**src/rtl/down_counter_4b_if.sv**
```systemverilog
// rtl/down_counter_4b_if.sv - control and status bundle for the loadable down-counter
interface down_counter_4b_if #(
    parameter int WIDTH = 4
);
    logic [WIDTH-1:0] in;
    logic             ld;
    logic             cnt;
    logic             auto;
    logic [WIDTH-1:0] count;
    logic             tcount;
    logic             reload_pulse;

    modport master (
        output in,
        output ld,
        output cnt,
        output auto,
        input  count,
        input  tcount,
        input  reload_pulse
    );

    modport slave (
        input  in,
        input  ld,
        input  cnt,
        input  auto,
        output count,
        output tcount,
        output reload_pulse
    );
endinterface

```
**src/rtl/down_counter_4b.sv**
```systemverilog
// rtl/down_counter_4b.sv - loadable down-counter with wrap, auto-reload and terminal count
module down_counter_4b #(
    parameter int WIDTH = 4
) (
    input  logic              clk,
    input  logic              rst,
    down_counter_4b_if.slave  bus
);
    logic [WIDTH-1:0] r_count;
    logic             r_reload_pulse;
    logic             w_zero;

    assign w_zero = (r_count == '0);

    always_ff @(posedge clk) begin
        if (rst) begin
            r_count        <= '0;
            r_reload_pulse <= 1'b0;
        end else if (bus.ld) begin
            r_count        <= bus.in;
            r_reload_pulse <= 1'b0;
        end else if (bus.cnt) begin
            // At zero: auto mode reloads from in, otherwise wrap to all ones
            if (!w_zero) begin
                r_count        <= r_count - 1'b1;
                r_reload_pulse <= 1'b0;
            end else if (bus.auto) begin
                r_count        <= bus.in;
                r_reload_pulse <= 1'b1;
            end else begin
                r_count        <= '1;
                r_reload_pulse <= 1'b0;
            end
        end else begin
            r_reload_pulse <= 1'b0;
        end
    end

    assign bus.count        = r_count;
    assign bus.tcount       = w_zero;
    assign bus.reload_pulse = r_reload_pulse;
endmodule

```
**src/flat_wrapper.sv**
```systemverilog
// flat-port wrapper written by rule: the top's interface ports become plain ports
module down_counter_4b_flat 
#(
    parameter int WIDTH = 4
)
  (clk, rst, bus_in, bus_ld, bus_cnt, bus_auto, bus_count, bus_tcount, bus_reload_pulse);
  down_counter_4b_if #(.WIDTH(WIDTH)) bus_i ();
  input  logic clk;
  input  logic rst;
  input wire logic [$bits(bus_i.in)-1:0] bus_in;
  input wire logic [$bits(bus_i.ld)-1:0] bus_ld;
  input wire logic [$bits(bus_i.cnt)-1:0] bus_cnt;
  input wire logic [$bits(bus_i.auto)-1:0] bus_auto;
  output wire logic [$bits(bus_i.count)-1:0] bus_count;
  output wire logic [$bits(bus_i.tcount)-1:0] bus_tcount;
  output wire logic [$bits(bus_i.reload_pulse)-1:0] bus_reload_pulse;
  assign bus_i.in = bus_in;
  assign bus_i.ld = bus_ld;
  assign bus_i.cnt = bus_cnt;
  assign bus_i.auto = bus_auto;
  assign bus_count = bus_i.count;
  assign bus_tcount = bus_i.tcount;
  assign bus_reload_pulse = bus_i.reload_pulse;
  down_counter_4b #(.WIDTH(WIDTH)) u_core (.clk(clk), .rst(rst), .bus(bus_i));
endmodule
```
**config.mk**
```make
export PLATFORM = sky130hd
export DESIGN_NAME = down_counter_4b_flat
export DESIGN_NICKNAME = d
export VERILOG_FILES = /design/src/rtl/down_counter_4b_if.sv /design/src/rtl/down_counter_4b.sv /design/src/flat_wrapper.sv
export SDC_FILE = /design/constraint.sdc
export NUM_CORES = 1
export LEC_CHECK = 0
export CAP_MARGIN = 20
export CORE_AREA = 8 8 45 47
export CTS_BUF_LIST = sky130_fd_sc_hd__clkbuf_4 sky130_fd_sc_hd__clkbuf_8
export CTS_CLUSTER_DIAMETER = 50
export DETAILED_ROUTE_END_ITERATION = 7
export DIE_AREA = 0 0 53 55
export HOLD_SLACK_MARGIN = 0.06
export PLACE_DENSITY_LB_ADDON = 0.3
export SLEW_MARGIN = 10
export SYNTH_ARGS = -nofsm -noshare
export SYNTH_HDL_FRONTEND = slang
export SYNTH_SLANG_ARGS = --single-unit
```
**constraint.sdc**
```tcl
create_clock -name clk -period 1.35 [get_ports clk]
set_input_delay 0.27 -clock clk [delete_from_list [all_inputs] [get_ports clk]]
set_output_delay 0.27 -clock clk [all_outputs]
set_load 0.01 [all_outputs]
```
==> summary.md, run 1 <==
| Metric | Value |
|---|---|
| Pre-CTS setup slack | -0.185 ns |
| Worst-path clk slew | ~0.04 ns |
| Setup Skew | between 0.003 and 0.004 ns |
| Skew-Pair Late Insertion Delay | approximately 0.24 ns |
| Hold Path Origin | u_core.bus.count[0] |
| Worst EP required | around 1.1 ns |
| Final WS setup | -0.0299 ns |
| Largest net degree at the start of global routing | 10 |
| DRT iter0 DRCs | 15 |
| Leakage | approximately 0.28 nW |
| Cell family with most CP delay | flip-flops |
| Top post-synthesis cells by area | dfxtp_1 30%, a21oi_1 10%, o21ai_0 6.0% |
| Initial antenna violation count | 0 |
| Slowest stage delay, CP | about 0.31 ns |
| Num rows | 14 |
| Reg2reg setup slack | 0.03 ns |
| Initial DRT Pass Iterations | 4 |
| Crit Path Class | flop to output port |
| DR vias | ~430 |
| Area Overhead vs Synth | 91.0% |
| Fmax | about 0.72 GHz |
| Violated checks | setup timing |
| Port Buf Inserts | 14 |
| Post-DR wirelength/cell | about 13 µm |
| Avg Inst Size Synth | around 8.0 µm² |
| Rel. slew slack | 81.0% |
| Worst setup EP type | output port |
| Yosys top cell area share | ~30% |
| Hold Path Class | flop to flop |
| Gr usage total | 7.97% |
| Die Ht | about 55 µm |
| PwrDens | between 900 and 1000 nW/µm² |
| Worst vdd ir | 0.411 mV |
| Final RePlAce weighted congestion | roughly 0.74 |
| Post-synth ARST share | 0% |
| CP bufs+invs | 2 |
| CTS root buf | clkbuf_4 |
| Number of flops mapped to enable cells by yosys | 0 |
| TritonCTS Sinks | 5 |
| Most common cell in the netlist | a21oi_1 |
| Hold Path Sink | u_core.bus.count[0] |
| Period utilisation layout | 102% |
| Reg2reg start | u_core.bus.count[1] |
| Nets@finish | a little over 80 |
| R2R cell count | 7 |
| Outcome | complete, but fails checks |
| Ys Warns | 0 |
| Max FO, Critical Path | 2 |
| CTS Buffer Depth | 2 |
| DRC errors left | 0 |
| Dpl hpwl | about 900 µm |
| Post-synthesis sequential area ratio | 29.9% |
| Synth area leader | dfxtp_1 |
| CP arrival | around 1.1 ns |
| Min Clock Period, post-route | between 1 and 1.5 ns |
| Crit-path slowest cell | dfxtp_2 |
| Synthesized instance count | 42 |
| Core area | 1380 µm² |
| Total grt overflow | 0 |
| Post-synth top cells | 7 x a21oi_1, 5 x dfxtp_1, 4 x inv_1, 4 x o21ai_0, 3 x nor2_1 |
| Max-Cap Viols | 0 |
| Yosys cell types | 21 |
| Power Total | 0.000604 W |
| Ordered cell list for the critical path | inv_2, ha_4, nor3b_4, buf_2 |
| Post-Syn Nets | 52 |
| RSZ-0062 raised after global routing | true |
| Starting Density | around a quarter |
| Final setup viols | 1 |
| Antenna cells | 0 |
| Routed Antenna Nets | 0 |
| Yosys reg bits | 5 |
| Worst Max-Slew Pin Slew | approximately 0.28 ns |
| Vias per inst | just under 5 |
| CTS tree | yes |
| First-pass GRT wire length | between 1500 and 2000 µm |
| Hold Path Depth | 3 |
| H-tree depth | 1 |
| Layout cells sized above 1 | between 40% and 50% |
| Util after Layout | between 40% and 50% |
| Most common flop cell mapped by yosys | dfxtp_1 |
| DRT Wirelength | ~1100 µm |
| Synthesized area | ~340 µm² |
| Die area | 2920 µm² |
| Total CTS buffers | 3 |
| Fin. Hold Viols | 0 |
| Worst setup SP type | flop |
| Hold-fix buffers, CTS | 0 |
| Die W | 53 µm |
| Vias in the first global route | roughly 370 |
| FF-to-FF End | u_core.bus.count[3] |
| Max-slew violations | 0 |
| WP depth | 4 |
| Total I/O pin count | 15 |
==> logic make-up after synthesis <==
logic type	share of synthesized area, %
AO/OA/AOI/OAI	32.1
AND/OR/NAND/NOR	28.4
buffers and inverters	5.97
flip-flops	29.9
adder cells (fa/ha/maj)	3.73
==> registers in the layout, indices dropped and copies added (netlist names) <==
name / count
u_core.bus.count: 4
u_core.bus.reload_pulse: 1
==> worst max path at each step <==
stage,startpoint,endpoint
after floorplan,u_core.bus.count[1],u_core.bus.count[1]
after global placement,bus_cnt,u_core.bus.count[2]
after detailed placement,bus_cnt,u_core.bus.count[3]
after CTS,u_core.bus.count[0],bus_tcount
after global routing,u_core.bus.count[0],bus_tcount
final,u_core.bus.count[0],bus_tcount
==> stage by stage <==
stage          hold WS, ns  cells  instance area [µm²]  setup TNS [ns]
2_1_floorplan        0.330     42                  355               0
3_3_place_gp         0.584     81                  586          -0.684
3_5_place_dp         0.588     81                  586          -0.767
4_1_cts              0.589     85                  619         -0.0780
5_1_grt              0.674     87                  641          -0.163
6_report             0.647     87                  641         -0.0299
==> per-layer routing <==
| metal | global-route usage, % | wire (µm) | part of all wire [%] |
|---|---|---|---|
| met5 | 0 | 0 | 0 |
| met4 | 2.59 | 0 | 0 |
| met3 | 4.81 | 86 | 7.5 |
| met2 | 14.3 | 597 | 52 |
| met1 | 7.42 | 463 | 40 |
==> layout by cell type, fill, tap and decap left out <==
master	n
a2111oi_2	1
a211oi_1	1
a21oi_1	6
a21oi_2	1
a31oi_1	1
buf_2	1
buf_4	11
buf_6	1
clkbuf_4	4
clkdlybuf4s50_1	8
dfxtp_1	3
dfxtp_2	1
dfxtp_4	1
dlygate4sd2_1	5
ha_4	1
inv_1	2
inv_2	1
inv_4	1
nand2_1	2
nand2b_1	2
nor2_1	3
nor3_1	2
nor3b_1	1
nor3b_2	1
nor3b_4	1
nor4_1	1
o21ai_0	1
o21ai_1	2
o21ai_2	1
o21bai_1	1
o31ai_1	1
o32ai_2	1
or2b_4	1
==> power breakdown <==
| part | switching [W] | total (W) | internal [W] |
|---|---|---|---|
| registers | 0.0000117 | 0.000174 | 0.000162 |
| logic | 0.000103 | 0.000240 | 0.000137 |
| clock network | 0.0000590 | 0.000191 | 0.000132 |
| total | 0.000174 | 0.000604 | 0.000430 |
==> worst register-to-register path: stages (launching register included) <==
cell and delay [ns]:
dfxtp_4 0.35, inv_4 0.04, ha_4 0.14, buf_4 0.13, or2b_4 0.20, a21oi_1 0.04, o31ai_1 0.19, o21ai_1 0.10
==> final cells by class <==
| cell class | instances | area, µm² |
|---|---|---|
| Inverter | 4 | 17.5 |
| Timing Repair Buffer | 26 | 223 |
| Multi-Input combinational cell | 32 | 245 |
| Sequential cell | 5 | 105 |
| Clock buffer | 4 | 30.0 |
| Fill cell | 154 | 743 |
| Tap cell | 16 | 20.0 |
==> repair_timing <==
action / CTS / global route
setup buffers: 0 / 2
setup endpoints to repair: 9 / 4
pin swaps: 5 / 4
resized for setup: 14 / 3
(Power assumes the default switching activity.)
==> run 2: changes to the inputs <==
Settings changed: CTS_CLUSTER_SIZE set to 20, SKIP_CTS_REPAIR_TIMING set to 1.
==> run 2 against run 1 <==
Net effect: the flow still finishes with violations (setup timing); final area up 2.0%; critical path type unchanged; sequential share of layout area down 0.12 points; via count down 1.4%; hold slack worse by 0.0085 ns; sequential cell count unchanged; global-route usage down 0.055 points; die area unchanged; sequential power about the same; critical endpoint unchanged; maximum frequency up 0.71%.
==> summary.md, run 2 (synthesis results as in run 1) <==
| Metric | Value |
|---|---|
| Top sig layer | met3 |
| Final RePlAce weighted congestion | 0.736 (unchanged) |
| Worst Setup SP | u_core.bus.count[1] |
| Worst EP required | 1.08 ns (about the same) |
| H-tree depth | 1 (unchanged) |
| Gr usage total | 7.91% (-0.055 points) |
| Initial antenna violation count | 0 (unchanged) |
| Final setup viols | 1 (unchanged) |
| Routed Antenna Nets | 0 (unchanged) |
| Rel. slew slack | 82.0% (+1.1 points) |
| Final Instance Area | 653 µm² (+2.0%) |
| Post-DR wirelength/cell | 13.2 µm (+0.37%) |
| Total CTS buffers | 3 (unchanged) |
| Cell family with most CP delay | flip-flops |
| Max reg flops | 4 (unchanged) |
| Reg2reg start | u_core.bus.count[1] |
| CTS tree | yes |
| CP arrival | 1.10 ns (about the same) |
| DRC errors left | 0 (unchanged) |
| Skew-Pair Late Insertion Delay | 0.24 ns (about the same) |
| First-pass GRT wire length | 1670 µm (-0.42%) |
| Antenna cells | 0 (unchanged) |
| Nets@finish | 81 (-1.2%) |
| Num rows | 14 (unchanged) |
| CTS Buffer Depth | 2 (unchanged) |
| Max FO, Critical Path | 2 (unchanged) |
| Leakage | 0.334 nW (+21%) |
| Worst vdd ir | 0.425 mV (+3.4%) |
| Most frequent cells in the layout | 10 x buf_4, 8 x clkdlybuf4s50_1, 6 x a21oi_1, 5 x dlymetal6s2s_1, 4 x clkbuf_4 |
| DRT iter0 DRCs | 5 (-10) |
| Core area | 1380 µm² (unchanged) |
| Violated checks | setup timing |
| Final WS setup | -0.0201 ns (+0.00972 ns) |
| Layout cells sized above 1 | 41.4% (+0.58 points) |
| R2R cell count | 7 (unchanged) |
| WP depth | 4 (unchanged) |
| Worst-path clk slew | 0.04 ns (about the same) |
| Fmax | 0.730 GHz (+0.71%) |
| Worst setup EP type | output port |
| Commonest non-fill, non-tap cell in the layout | buf_4 |
| Reg2reg setup slack | 0.01 ns (-0.02 ns) |
| Total grt overflow | 0 (unchanged) |
| RSZ-0062 raised after global routing | true |
| Wire length on met1 | 482 µm (+4.1%) |
| Port Buf Inserts | 14 (unchanged) |
| Crit-path slowest cell | dfxtp_4 |
| Die Ht | 55 µm (unchanged) |
| FF-to-FF End | u_core.bus.count[0] |
| Die area | 2920 µm² (unchanged) |
| Total I/O pin count | 15 (unchanged) |
| Filler cell count in the final layout | 148 (-3.9%) |
| DR vias | 419 (-1.4%) |
| Period utilisation layout | 101% (-0.72 points) |
| DR WL met3 | 77 µm (-10%) |
| Die W | 53 µm (unchanged) |
| Worst Max-Slew Pin Slew | 0.267 ns (-0.0176 ns) |
| DR WL met2 | 579 µm (-3.0%) |
| Max-slew violations | 0 (unchanged) |
| Min Clock Period, post-route | 1.37 ns (-0.00972 ns) |
| Vias in the first global route | 373 (+1.6%) |
| Hold Path Class | flop to flop |
| Initial DRT Pass Iterations | 4 (unchanged) |
| Ordered cell list for the critical path | inv_4, ha_4, nor3b_4, buf_2 |
| PwrDens | 926 nW/µm² (-1.8%) |
| Dpl hpwl | 903 µm (unchanged) |
| Vias per inst | 4.87 (-0.27%) |
| Worst setup SP type | flop |
| Largest net degree at the start of global routing | 10 (unchanged) |
| Setup TNS | -0.0201 ns (+0.00972 ns) |
| CTS root buf | clkbuf_4 |
| Slowest stage delay, CP | 0.34 ns (+0.03 ns) |
| Area Overhead vs Synth | 94.8% |
| Starting Density | 24.2% (unchanged) |
| CP bufs+invs | 2 (unchanged) |
| DRT Wirelength | 1140 µm (-0.78%) |
| Placed Instance Area | 586 µm² (unchanged) |
| Setup Skew | 0.00371 ns (+0.000225 ns) |
| Fin. Hold Viols | 0 (unchanged) |
| Worst setup path endpoint | bus_tcount |
| Worst hold margin | 0.639 ns (-0.00855 ns) |
| Util after Layout | 47.2% (+0.90 points) |
| Max-Cap Viols | 0 (unchanged) |
| TritonCTS Sinks | 5 (unchanged) |
| Crit Path Class | flop to output port |
| Outcome | complete, but fails checks |
-- run 2: cell count changes in the layout (fill, tap and decap cells not counted) --
cell / before / now
nand2b_1: 2 / 1
o32ai_2: 1 / 0
dfxtp_2: 1 / 2
dfxtp_1: 3 / 2
o32ai_1: 0 / 1
dlygate4sd2_1: 5 / 0
dlymetal6s2s_1: 0 / 5
nand2b_4: 0 / 1
buf_4: 11 / 10
-- run 2: worst min-delay path by stage --
stage / cells past startpoint / endpoint / start
after floorplan: 1 / u_core.bus.count[1] / rst
after global placement: 3 / u_core.bus.count[1] / u_core.bus.count[1]
after detailed placement: 3 / u_core.bus.count[1] / u_core.bus.count[1]
after CTS: 3 / u_core.bus.count[1] / u_core.bus.count[1]
after global routing: 3 / u_core.bus.count[0] / u_core.bus.count[0]
final: 3 / u_core.bus.count[0] / u_core.bus.count[0]
-- run 2: worst reg2reg max path: stages, from the launching register on --
cell	delay [ns]
dfxtp_4	0.35
inv_4	0.04
ha_4	0.15
nor3b_4	0.14
buf_4	0.16
a21oi_2	0.13
nor2_1	0.05
o32ai_1	0.23
-- run 2: metal layers --
layer,global-route usage [%],vias up
met5,0,-
met4,2.59,0
met3,4.81,0
met2,14.3,15
met1,7.27,189
li1,-,215
-- run 2: stage by stage --
step                      power [W]  cells  setup slack [ns]
final                      0.000605     86           -0.0201
after global placement     0.000402     81            -0.166
after CTS                  0.000603     85            -0.435
after global routing       0.000647     86           -0.0878
after floorplan            0.000278     42          0.000386
after detailed placement   0.000405     81            -0.185
-- run 2: where the power goes --
part | switching, W | leakage, nW | internal (W)
clock | 0.0000596 | 0.0184 | 0.000132
sequential | 0.0000117 | 0.0425 | 0.000163
combinational | 0.000101 | 0.273 | 0.000139
total | 0.000172 | 0.334 | 0.000433
-- run 2: final cells by class --
type,count,area (µm²),area share (%)
multi-input cells,32,245,37.5
flip-flops and latches,5,106,16.3
repair buffers,25,234,35.8
clock buffers,4,30.0,4.60
well taps,16,20.0,3.07
inverters,4,17.5,2.68
